### src/rtl/symbol_histogram.sv
// symbol_histogram: per-frame histogram of 4-bit symbols. It presents 16 packed {count, symbol} entries for a downstream sorter.
// Optional macro HIST_SAT_EN: counts saturate and a sticky ovf is raised; otherwise counts wrap and ovf is 0.
module symbol_histogram #(
  parameter int DSIZE  = 18,
  parameter int OFFSET = 8
) (
  input  logic             clk,
  input  logic             rst_n,
  input  logic             in_valid,
  input  logic [3:0]       in_sym,
  input  logic             in_last,
  output logic             in_ready,
  output logic             out_valid,
  input  logic             out_ready,
  output logic [DSIZE-1:0] freq0,
  output logic [DSIZE-1:0] freq1,
  output logic [DSIZE-1:0] freq2,
  output logic [DSIZE-1:0] freq3,
  output logic [DSIZE-1:0] freq4,
  output logic [DSIZE-1:0] freq5,
  output logic [DSIZE-1:0] freq6,
  output logic [DSIZE-1:0] freq7,
  output logic [DSIZE-1:0] freq8,
  output logic [DSIZE-1:0] freq9,
  output logic [DSIZE-1:0] freq10,
  output logic [DSIZE-1:0] freq11,
  output logic [DSIZE-1:0] freq12,
  output logic [DSIZE-1:0] freq13,
  output logic [DSIZE-1:0] freq14,
  output logic [DSIZE-1:0] freq15,
  output logic             ovf
);

  localparam int CW = DSIZE - OFFSET;

  typedef enum logic {COUNT, DONE} state_t;

  state_t          state;
  logic [CW-1:0]   cnt [16];
  logic [DSIZE-1:0] freq [16];

  // Handshake flags decode straight from the state flop, so they never glitch.
  assign in_ready  = (state == COUNT);
  assign out_valid = (state == DONE);

  // NOTE: the 16 counters are discrete flops rather than a RAM. Their async clear on reset is therefore legal, and it is required here.
  always_ff @(posedge clk or negedge rst_n) begin
    if (!rst_n) begin
      state <= COUNT;
      for (int i = 0; i < 16; i++) cnt[i] <= '0;
    end else begin
      case (state)
        COUNT: begin
          if (in_valid) begin
`ifdef HIST_SAT_EN
            if (cnt[in_sym] != '1) cnt[in_sym] <= cnt[in_sym] + CW'(1);
`else
            cnt[in_sym] <= cnt[in_sym] + CW'(1);
`endif
            if (in_last) state <= DONE;
          end
        end
        DONE: begin
          if (out_ready) begin
            state <= COUNT;
            for (int i = 0; i < 16; i++) cnt[i] <= '0;
          end
        end
        default: state <= COUNT;
      endcase
    end
  end

`ifdef HIST_SAT_EN
  logic ovf_q;

  // The flag is set by an increment attempt on a full counter. It stays set until the frame is consumed.
  always_ff @(posedge clk or negedge rst_n) begin
    if (!rst_n) begin
      ovf_q <= 1'b0;
    end else if (state == COUNT && in_valid && cnt[in_sym] == '1) begin
      ovf_q <= 1'b1;
    end else if (state == DONE && out_ready) begin
      ovf_q <= 1'b0;
    end
  end

  assign ovf = ovf_q;
`else
  assign ovf = 1'b0;
`endif

  // The symbol field is a constant index, independent of state and reset.
  for (genvar k = 0; k < 16; k++) begin : g_freq
    assign freq[k] = {cnt[k], OFFSET'(k)};
  end

  assign freq0  = freq[0];
  assign freq1  = freq[1];
  assign freq2  = freq[2];
  assign freq3  = freq[3];
  assign freq4  = freq[4];
  assign freq5  = freq[5];
  assign freq6  = freq[6];
  assign freq7  = freq[7];
  assign freq8  = freq[8];
  assign freq9  = freq[9];
  assign freq10 = freq[10];
  assign freq11 = freq[11];
  assign freq12 = freq[12];
  assign freq13 = freq[13];
  assign freq14 = freq[14];
  assign freq15 = freq[15];

endmodule

### config.mk
export PLATFORM = sky130hd
export DESIGN_NAME = symbol_histogram
export DESIGN_NICKNAME = d
export VERILOG_FILES = /design/src/rtl/symbol_histogram.sv
export SDC_FILE = /design/constraint.sdc
export NUM_CORES = 1
export LEC_CHECK = 0
export ABC_AREA = 1
export CAP_MARGIN = 20
export CORE_ASPECT_RATIO = 1.4
export CORE_UTILIZATION = 47
export DETAILED_ROUTE_END_ITERATION = 8
export GPL_TIMING_DRIVEN = 0
export PLACE_DENSITY = 0.82
export SLEW_MARGIN = 20
export SYNTH_ARGS = -nofsm -noshare
export SYNTH_HDL_FRONTEND = slang
export SYNTH_SLANG_ARGS = --single-unit
export TNS_END_PERCENT = 20
### constraint.sdc
create_clock -name clk -period 3.2 [get_ports clk]
set_clock_uncertainty 0.1 [all_clocks]
set_input_delay 0.48 -clock clk [delete_from_list [all_inputs] [get_ports clk]]
set_output_delay 0.48 -clock clk [all_outputs]
set_load 0.05 [all_outputs]
==> results_dict.tcl <==
set metrics [dict create \
    status "complete, no violations" \
    slew_viol_final 0 \
    yosysTopAreaCell "dfrtp_1" \
    n_antenna_cell 0 \
    via_per_inst 5.204 \
    layout-drive-gt1-share_pct 17.02 \
    cts.sinks 161 \
    routed_wirelength_um 31700 \
    cts-root-buf "clkbuf_16" \
    die-area_um2 19860 \
    syn_avg_cell_area_um2 7.621 \
    cts_tree "done" \
    hold_class "flip-flop to flip-flop" \
    synthToLayoutAreaGrowth_pct 35.82 \
    crit_buf_inv 6 \
    clk_latency_ns 0.43 \
    hpwl_um 23210 \
    max_freq_mhz 316.9 \
    gp_congestion 0.9535 \
    fin_nets 1521 \
    yosysTopAreaCellShare_pct 44.43 \
    maxCapViolations 0 \
    finalCriticalPeriod_ns 3.155 \
    cpLargestDelayFamily "simple AND/OR/NAND/NOR gates" \
    critical_path_required_ns 3.44 \
    drt_iter0_markers 729 \
    antenna_found_initial 1 \
    crit_fanout 10 \
    fin_hold_ws_ns 0.4082 \
    grt_max_degree 91 \
    yosys_warnings 0 \
    crit_arrival_ns 3.40 \
    ir_drop_mv 0.3595 \
    p_leak_nw 6.314 \
    ys_ff_latch 161 \
    path_cells "dlygate4sd2_1, inv_2, buf_6, buf_6, nor2_2, inv_2, nor2_1, nand2_1, inv_1, nor2_1, nand2_1, o21ai_0" \
    hold_depth 2 \
    setup_viol 0 \
    worst-path-stages 12 \
    synth_cell_types 31 \
    final_cell_mix "515 x nand2_1, 168 x clkdlybuf4s50_1, 161 x dfrtp_1" \
    fin_cells 1766 \
    clk_path_buf_depth 2 \
    route.detailed.drc 0 \
    cp-start-kind "primary input" \
    synth_compound_area_share_pct 9.478 \
    numCtsBuffers 17 \
    synthXorXnorAreaFrac_pct 0.3587 \
    die-width_um 119.4 \
    vias 9190 \
    ios 300 \
    worstSetupPathType "primary input to flip-flop" \
    period_share_pct 98.60 \
    power_density_nw_per_um2 440.0 \
    critPathMaxStageDelay_ns 0.89 \
    coreArea_um2 18750 \
    synth_mux_area_share_pct 0 \
    portBuffers 170 \
    path_clk_slew_ns 0.06 \
    first_pass_iters 6 \
    synth_top_family_by_area "simple AND/OR/NAND/NOR gates" \
    postRouteAntennaNets 0 \
    htreeDepth 4 \
    slowest_stage "nor2_1" \
    ys_top_cells_by_area "dfrtp_1 44%, nand2_1 21%, buf_4 11%" \
    synthAdderAreaFrac_pct 0.1380 \
    grt_pass1_wl_um 48020 \
    gr-total-overflow 0 \
    n_fill_cell 1637 \
    rsz0062_at_grt "yes" \
    r2r_cells 9 \
    dp.cells 1732 \
    rows 59 \
    end_kind "flip-flop" \
    synth-simple-area-share_pct 29.01 \
    grt_pass1_vias 8830 \
    final_common_cell "nand2_1" \
    wl_per_cell_um 17.95 \
    dieHeight_um 166.4 \
    synth_area_um2 9069 \
    seq_area_frac_synth_pct 44.43 \
    syn_inst 1190 \
    relSlewSlack_pct 19.26 \
    track_usage_pct 32.00 \
    finalHoldViolCount 0 \
    tightest_slew_ns 1.207 \
    start_util_pct 48.37 \
]
## worst paths after layout
path / from / end / slack [ns]
max in group asynchronous: rst_n / freq15[11]$_DFFE_PN0P_ / 1.64
min: freq7[16]$_DFFE_PN0P_ / freq7[16]$_DFFE_PN0P_ / 0.41
min in group asynchronous: rst_n / freq5[15]$_DFFE_PN0P_ / 0.50
max reg2reg: out_valid$_DFF_PN0_ / freq3[15]$_DFFE_PN0P_ / 0.16
max: in_sym[0] / freq1[9]$_DFFE_PN0P_ / 0.04
min reg2reg: freq7[16]$_DFFE_PN0P_ / freq7[16]$_DFFE_PN0P_ / 0.41
## repair_timing
item,4_1_cts,5_1_grt
setup buffers,3,0
gates resized for setup,17,17
endpoints found under the setup margin,81,74
hold buffers,1,0
endpoints found under the hold margin,71,0
pin swaps,3,0
## cells in the mapped netlist, drive strengths merged
cell type and count:
o22ai 22, clkinv 2, ha 1, dfrtp 161, xor2 2, inv 66
clkbuf 5, nand4 10, buf 160, o21ai 135, nand2 526, conb 2
nor2 57, nand3 40, a21oi 1
## where the power goes
part	switching (W)	total, W	internal (W)
registers	0.0000439	0.00212	0.00207
clock network	0.000837	0.00210	0.00126
logic	0.000920	0.00121	0.000286
total	0.00180	0.00542	0.00362
## layout make-up
| class | count | area, um^2 | area share, % |
|---|---|---|---|
| Multi-Input combinational cell | 923 | 4054 | 32.91 |
| Sequential cell | 161 | 4029 | 32.71 |
| Timing Repair Buffer | 175 | 1778 | 14.44 |
| Buffer | 165 | 1295 | 10.51 |
| Clock buffer | 20 | 456.7 | 3.708 |
| Tap cell | 244 | 305.3 | 2.479 |
| Inverter | 68 | 262.8 | 2.133 |
| Clock inverter | 10 | 136.4 | 1.107 |
## tightest hold or removal path, stage by stage, from the launching register on
cell     delay [ns]
dfrtp_1        0.36
nand2_1        0.06
nand2_1        0.06
## cells by family after synthesis
kind of cell | Yosys count
DFF | 161
and+or+nand+nor | 633
other | 2
buffers and inverters | 233
AOI/OAI and AO/OA | 158
xor gates and xnor gates | 2
adders and majority gates | 1
## per-stage QoR
stage | power (W) | utilization, % | cell area [um^2] | worst slack (ns) | TNS, ns
final | 0.005420 | 65.69 | 12320 | 0.04479 | 0
after global routing | 0.005528 | 65.69 | 12320 | 0.002199 | 0
after CTS | 0.005376 | 65.49 | 12280 | 0.009978 | 0
after detailed placement | 0.003321 | 61.78 | 11580 | -1.345 | -93.02
after global placement | 0.003313 | 61.61 | 11550 | -4.807 | -862.01
after floorplan | 0.003005 | - | 9545 | 0.3376 | 0
## layer usage
metal  GRT usage [%]  wire (um)  vias to the layer above  share of wire, %
met5               0         12                        -             0.038
met4           25.54       2601                        2               8.2
met3           6.559       2971                      177               9.4
met2           52.88      15150                      646                48
met1           35.63      10960                     4223                35
li1                -          -                     4142                 -
Power figures use the tool's default switching activity.
